$ cat config.mk
export PLATFORM = sky130hd
export DESIGN_NAME = byte_word_packer
export DESIGN_NICKNAME = d
export VERILOG_FILES = /design/src/rtl/byte_pack_pkg.sv /design/src/rtl/pack_word_fifo.sv /design/src/rtl/byte_word_packer.sv
export SDC_FILE = /design/constraint.sdc
export NUM_CORES = 1
export LEC_CHECK = 0
export CORE_MARGIN = 4
export CORE_UTILIZATION = 52
export DETAILED_ROUTE_END_ITERATION = 7
export GPL_TIMING_DRIVEN = 0
export HOLD_SLACK_MARGIN = 0.15
export MAX_ROUTING_LAYER = met4
export PLACE_DENSITY = 0.83
export SYNTH_ARGS = -nofsm -noshare
export SYNTH_HDL_FRONTEND = slang
export SYNTH_SLANG_ARGS = --single-unit
export TNS_END_PERCENT = 50
$ cat constraint.sdc
create_clock -name clk -period 2.6 [get_ports clk]
set_input_delay 0.52 -clock clk [delete_from_list [all_inputs] [get_ports clk]]
set_output_delay 0.52 -clock clk [all_outputs]
set_load 0.005 [all_outputs]
$ cat src/rtl/byte_pack_pkg.sv
// Shared constants and helpers for the byte-to-word packing datapath.
package byte_pack_pkg;

  localparam int BYTE_W = 8;
  localparam int DROP_W = 16;

  // Saturating increment for the dropped-word counter.
  function automatic logic [DROP_W-1:0] sat_inc(input logic [DROP_W-1:0] v);
    return (v == '1) ? v : v + 1'b1;
  endfunction

endpackage

$ cat src/rtl/pack_word_fifo.sv
// Synchronous FIFO for packed words; the head is presented directly and reads 0 when empty.
module pack_word_fifo
  import byte_pack_pkg::*;
#(
  parameter int WIDTH = 36,
  parameter int DEPTH = 4
) (
  input  logic             clk,
  input  logic             rst,
  input  logic             push,
  input  logic [WIDTH-1:0] push_data,
  output logic             full,
  input  logic             pop,
  output logic [WIDTH-1:0] head,
  output logic             empty
);

  localparam int AW = $clog2(DEPTH);

  logic [WIDTH-1:0] mem [DEPTH];
  logic [AW:0]      wr_ptr;
  logic [AW:0]      rd_ptr;
  logic             do_push;
  logic             do_pop;

  // Extra pointer bit separates the full and empty cases when the indices match.
  assign empty   = (wr_ptr == rd_ptr);
  assign full    = (wr_ptr[AW] != rd_ptr[AW]) && (wr_ptr[AW-1:0] == rd_ptr[AW-1:0]);
  assign do_pop  = pop && !empty;
  assign do_push = push && (!full || do_pop);

  always_ff @(posedge clk) begin
    if (rst) begin
      wr_ptr <= '0;
      rd_ptr <= '0;
    end else begin
      if (do_push) wr_ptr <= wr_ptr + 1'b1;
      if (do_pop)  rd_ptr <= rd_ptr + 1'b1;
    end
  end

  // NOTE: storage is deliberately not reset; the pointers alone define which
  // entries are live, and an unreset array maps onto plain RAM cells.
  always_ff @(posedge clk) begin
    if (do_push) mem[wr_ptr[AW-1:0]] <= push_data;
  end

  assign head = empty ? '0 : mem[rd_ptr[AW-1:0]];

endmodule

$ cat src/rtl/byte_word_packer.sv
// Packs a little-endian byte stream into OUT_BYTES-wide words with byte enables,
// buffered in a small FIFO; words that find the FIFO full are dropped and counted.
module byte_word_packer
  import byte_pack_pkg::*;
#(
  parameter int OUT_BYTES  = 4,
  parameter int FIFO_DEPTH = 4
) (
  input  logic                        clk,
  input  logic                        rst,
  input  logic [BYTE_W-1:0]           data_in,
  input  logic                        valid,
  input  logic                        flush,
  output logic [BYTE_W*OUT_BYTES-1:0] word_out,
  output logic [OUT_BYTES-1:0]        word_be,
  output logic                        word_valid,
  input  logic                        word_ready,
  output logic                        overflow,
  output logic [DROP_W-1:0]           drop_count
);

  localparam int WORD_W = BYTE_W * OUT_BYTES;
  localparam int IDX_W  = $clog2(OUT_BYTES);

  typedef struct packed {
    logic [WORD_W-1:0]    data;
    logic [OUT_BYTES-1:0] be;
  } packed_word_t;

  logic [IDX_W-1:0]  idx;
  logic [IDX_W-1:0]  idx_next;
  logic [WORD_W-1:0] asm_data;
  logic [WORD_W-1:0] asm_next;
  logic              push_req;
  packed_word_t      push_word;
  packed_word_t      head_word;
  logic              fifo_full;
  logic              fifo_empty;
  logic              pop;
  logic              drop;
  int                fill;

  // NOTE: every combinational output gets a default first so no path can
  // leave one unassigned and infer a latch; blocking '=' is used here only.
  always_comb begin
    idx_next  = idx;
    asm_next  = asm_data;
    push_req  = 1'b0;
    push_word = '0;
    fill      = int'(idx);

    if (valid) begin
      asm_next[fill*BYTE_W +: BYTE_W] = data_in;
      fill = fill + 1;
    end

    if (fill == OUT_BYTES) begin
      push_req       = 1'b1;
      push_word.data = asm_next;
      push_word.be   = '1;
      idx_next       = '0;
      asm_next       = '0;
    end else if (flush && fill > 0) begin
      // Lanes not yet written are still zero because the register clears on every push.
      push_req       = 1'b1;
      push_word.data = asm_next;
      for (int i = 0; i < OUT_BYTES; i++) push_word.be[i] = (i < fill);
      idx_next       = '0;
      asm_next       = '0;
    end else if (valid) begin
      idx_next = IDX_W'(fill);
    end
  end

  assign pop  = word_valid && word_ready;
  assign drop = push_req && fifo_full && !pop;

  always_ff @(posedge clk) begin
    if (rst) begin
      idx        <= '0;
      asm_data   <= '0;
      overflow   <= 1'b0;
      drop_count <= '0;
    end else begin
      idx      <= idx_next;
      asm_data <= asm_next;
      if (drop) begin
        overflow   <= 1'b1;
        drop_count <= sat_inc(drop_count);
      end
    end
  end

  pack_word_fifo #(
    .WIDTH ($bits(packed_word_t)),
    .DEPTH (FIFO_DEPTH)
  ) u_fifo (
    .clk       (clk),
    .rst       (rst),
    .push      (push_req),
    .push_data (push_word),
    .full      (fifo_full),
    .pop       (pop),
    .head      (head_word),
    .empty     (fifo_empty)
  );

  assign word_valid = !fifo_empty;
  assign word_out   = head_word.data;
  assign word_be    = head_word.be;

endmodule

# Word level (Yosys, flattened, before mapping)
# Memories as Yosys holds them, arrays and structs flattened. A register that Yosys moved wholly into a read port is not among the register bits.
# Cells that the tools add are included.
[word_totals]
regBits = 57
ramBits = 144
inputBits = 13
output_inout_bits = 54
memories = 1
[classes]
n_addsub = 5
n_lt_le_gt_ge = 5
eq_ne = 5
shifts = 2
muxes = 12
bitwise = 1
n_reduce_logical = 13
[memory_table]
columns = ["name", "words", "word_bits", "rd", "rd_clocked_by_memory_dff", "wr", "line", "text"]
rows = [
  ["u_fifo.mem", 4, 36, 1, 1, 1, "pack_word_fifo.sv:20", "logic [WIDTH-1:0] mem [DEPTH];"],
]
[ops]
columns = ["operator", "n"]
rows = [
  ["$mux W36", 3],
  ["$lt A3 B32 Y1 const A", 2],
  ["$neg A5 Y33", 1],
  ["$shift A8 B33 Y32 const A", 1],
  ["$shiftx A8 B33 Y32", 1],
  ["$bwmux W32", 1],
  ["$eq A32 B4 Y1 const B", 1],
  ["$gt A32 B1 Y1 const B", 1],
  ["$lt A1 B32 Y1 const A", 1],
  ["$lt A2 B32 Y1 const A", 1],
  ["$mux W32", 1],
  ["$add A16 B1 Y16 const B", 1],
  ["$eq A16 B16 Y1 const B", 1],
  ["$logic_and A1 B1 Y1", 7],
  ["$add A3 B1 Y3 const B", 2],
  ["$mux W1", 4],
  ["$mux W2", 2],
  ["$add A2 B1 Y3 const B", 1],
  ["$eq A3 B3 Y1", 1],
  ["$logic_not A1 Y1", 3],
  ["$mux W3", 1],
  ["$reduce_or A3 Y1", 1],
  ["$eq A2 B2 Y1", 1],
  ["$reduce_and A2 Y1", 1],
  ["3 further kinds", 3],
]

# Logic depth before layout (Yosys ltp)
[depth]
ltp_word = 9
ltp_mapped = 9
ltp_nobuf = 8

# Cells and area by module
# Synthesis repeated with hierarchy kept, for this count alone.
[unflattened]
cells_unflattened = 585
hier_area_um2 = 8483.1
[by_module_without_submodules]
columns = ["module", "n_inst", "cells_each", "area_each_um2"]
rows = [
  ["pack_word_fifo", 1, 282, 5934.4],
  ["byte_word_packer", 1, 303, 2548.7],
]

# Least setup slack after synthesis
# No wires, ideal clock.
[synth_path]
path_kind = "register to register"
startpoint = "register idx[0]"
endpoint = "memory u_fifo.mem[3][0] (enable)"
t_arrival_ps = 2479
required_ps = 2202
path_slack_ps = -277
path_stages_with_launch = 8
path_buffers = 1
path_cell_list = "dfxtp_1 buf_4 inv_1 ha_1 and2b_1 o221ai_4 inv_2 and3_1"
[synth_via]
elab_chain_cells = 9
[synth_lines]
columns = ["element", "line", "text"]
rows = [
  ["from (decl)", "byte_word_packer.sv:30", "logic [IDX_W-1:0] idx;"],
  ["from (signal assigned)", "byte_word_packer.sv:85", "idx <= idx_next;"],
  ["$add A2 B1 Y3", "byte_word_packer.sv:54", "fill = fill + 1;"],
  ["$mux W3 (*)", "byte_word_packer.sv:52", "if (valid) begin"],
  ["$gt A32 B1 Y1", "byte_word_packer.sv:63", "end else if (flush && fill > 0) begin"],
  ["$logic_and A1 B1 Y1", "byte_word_packer.sv:63", ""],
  ["$mux W1", "byte_word_packer.sv:63", ""],
  ["$mux W1 (*)", "byte_word_packer.sv:57", "if (fill == OUT_BYTES) begin"],
  ["$logic_and A1 B1 Y1 (*)", "pack_word_fifo.sv:30", "assign do_push = push && (!full || do_pop);"],
  ["$mux W1 (*)", "pack_word_fifo.sv:45", "if (do_push) mem[wr_ptr[AW-1:0]] <= push_data;"],
  ["$mux W1 (not written as such) (*)", "pack_word_fifo.sv:45", ""],
  ["to (decl)", "pack_word_fifo.sv:20", ""],
]
# Mark *: on every way between the ends. The rest lies on a longest branch, timed or not.

==> flow_summary.toml <==
[status]
status = "complete, but fails checks"
violations = "setup timing"

[clock_tree]
cts_buffers = 21
clk_latency_ns = 0.49
cts_tree = "done"
cts-root-buf = "clkbuf_16"
clk_pin_slew_worst_paths_ns = 0.06
holdBufCountCts = 0
cts_buffer_depth = 3
clock-sinks = 203
htree_levels = 1

[yosys]
synth_edf_count = 144
syn_inst = 547
yosysSeqAreaShare_pct = 67.07
syn-num-nets = 571
ys.flop_type = "edfxtp_1"
synth.avg_cell_area_um2 = 15.01
async_reset_ff_share_pct = 0
ys_ff_latch = 203
synth.distinct_cells = 52
netlist_area_um2 = 8208
yosysWarningCount = 0

[drt]
wire_per_inst_um = 21.10
drt_iter0_markers = 483
vias = 5161
drt_wl_total_um = 18630
via_per_inst = 5.845
ant_nets = 0
remaining_drc_errors = 0
firstDrtPassIters = 5

[sta]
timing.final.crit_share_pct = 100.2
fin_setup_tns_ns = -0.005812
tightest_slew_ns = 0.7989
slew_headroom_pct = 46.60
finalClockSkew_ns = 0.01520
rsz0062_at_grt = "yes"
fmax_mhz = 383.8
setup_ws_ns = -0.005812
finalCriticalPeriod_ns = 2.606
drv_slew = 0
finalHoldViolCount = 0
report.final.setup_viol = 1
whs_ns = 0.4844

[die]
rows = 45
start_util_pct = 53.59
io-pin-count = 67
die_y_um = 133.6
die_w_um = 133.6
dieArea_um2 = 17860
coreArea_um2 = 15310

[power]
combPwrFrac_pct = 22.0
clockPowerShare_pct = 33.1
peakVddDrop_mv = 0.4864
netSwitchingFraction_pct = 24.67
power.total_mw = 8.068
p_sw_mw = 1.990
p_int_mw = 6.078
seq_power_share_pct = 44.9
powerDensity_nw_per_um2 = 794.4
power_leakage_nw = 3.435

[grt]
grt_antenna_before_repair = 0
grt_pass1_wl_um = 28580
grt_pass1_vias = 5446
grtUsageTotal_pct = 20.71
gr-total-overflow = 0
grt_start_max_net_pins = 38

[layout]
stdcell_count = 883
final_cell_mix = "edfxtp_1 (144), nor2_1 (93), dfxtp_1 (53)"
design_area_um2 = 10160
multi_input_area_um2 = 2703
fin_util_pct = 66.32
nFillCells = 1046
area_growth_pct = 23.73
final_common_cell = "edfxtp_1"
nets = 682
antenna_cells = 0
regArea_um2 = 5513
drive_gt1_share_pct = 26.49

[placed_design]
place_inst = 826
port_buffers = 66
dp_slack_ns = -0.4830
hpwl_um = 11240
gp_congestion = 0.8911
placed_area_um2 = 9193

[setup_path]
path_class = "reg -> out"
cp.arrival_ns = 2.09
worst-path-max-fanout = 5
start_kind = "flop"
cp-end-kind = "output pin"
worstPathRequired_ns = 2.08
r2r_slack_ns = 0.07

[run]
drv_cap = 0

[worst_hold_path]
hp-class = "reg -> reg"
## path summary, 6_finish.rpt
check / end / cells after the start / from
max: word_out[31] / 6 / flop
min: overflow / 2 / overflow
max reg2reg: u_fifo.mem[0][5] / 7 / idx[0]
min reg2reg: overflow / 2 / overflow
## state kept, by name (all words and copies together) (netlist names), named ones only
signal         flops
drop_count        16
u_fifo.rd_ptr      3
u_fifo.wr_ptr      3
u_fifo.mem       144
asm_data          32
idx                2
overflow           1
## synthesized netlist by cell type, types with 6 or more instances
library cell	number	area (um2)
ha_1	11	137.6
a22oi_1	32	240.2
buf_2	12	60.06
mux4_2	36	810.8
dfxtp_1	59	1181
and2_1	37	231.5
xnor2_1	9	78.83
nor2_1	93	349.1
and3_1	6	37.54
clkbuf_1	12	45.04
edfxtp_1	144	4324
nor4_1	6	37.54
nand2_1	12	45.04
nand3_1	7	35.03
## kinds of logic after synthesis
group | share of synthesized area [%]
DFF | 67.07
adders and majority gates | 1.677
and+or+nand+nor | 12.33
muxes | 10.58
xor gates and xnor gates | 1.387
AOI/OAI and AO/OA | 5.168
buffers and inverters | 1.784
## final cells by class
class	instances	share of cell area, %
plain buffers	24	2.168
clock buffers	29	5.569
clock inverters	8	0.3696
inverters	6	0.2464
multi-input cells	314	26.61
flip-flops and latches	203	54.28
well taps	211	2.599
repair buffers	88	8.156
## worst max-delay path, cell delays in order, from the launching register on
cell	delay, ns
dfxtp_2	0.35
buf_12	0.12
buf_8	0.13
buf_4	0.11
mux4_2	0.49
and2_4	0.15
dlygate4sd2_1	0.25
## power by group through the flow
stage          registers (mW)  logic, mW  clock network, mW
3_5_place_dp             3.68       1.43                  0
3_3_place_gp             3.67       1.39                  0
2_1_floorplan            3.66      0.796                  0
5_1_grt                  3.63       1.91               2.82
6_report                 3.62       1.78               2.67
4_1_cts                  3.62       1.78               2.68
## per-layer routing
| metal | part of all wire, % | vias up | global-route usage [%] | routed length, um |
|---|---|---|---|---|
| li1 | - | 2299 | - | - |
| met1 | 40 | 2592 | 25.74 | 7540 |
| met2 | 50 | 234 | 34.26 | 9294 |
| met3 | 7.3 | 36 | 4.230 | 1360 |
| met4 | 2.3 | 0 | 6.971 | 432 |
| met5 | 0 | - | - | 0 |
## timing repair
item                                    in CTS  in global routing
endpoints found under the setup margin     187                258
gates resized for setup                    143                 40
buffers inserted                            14                  6
pin swaps                                   24                  9
cloned                                       3                  2
Note: power is estimated with default switching activity, not from simulation.
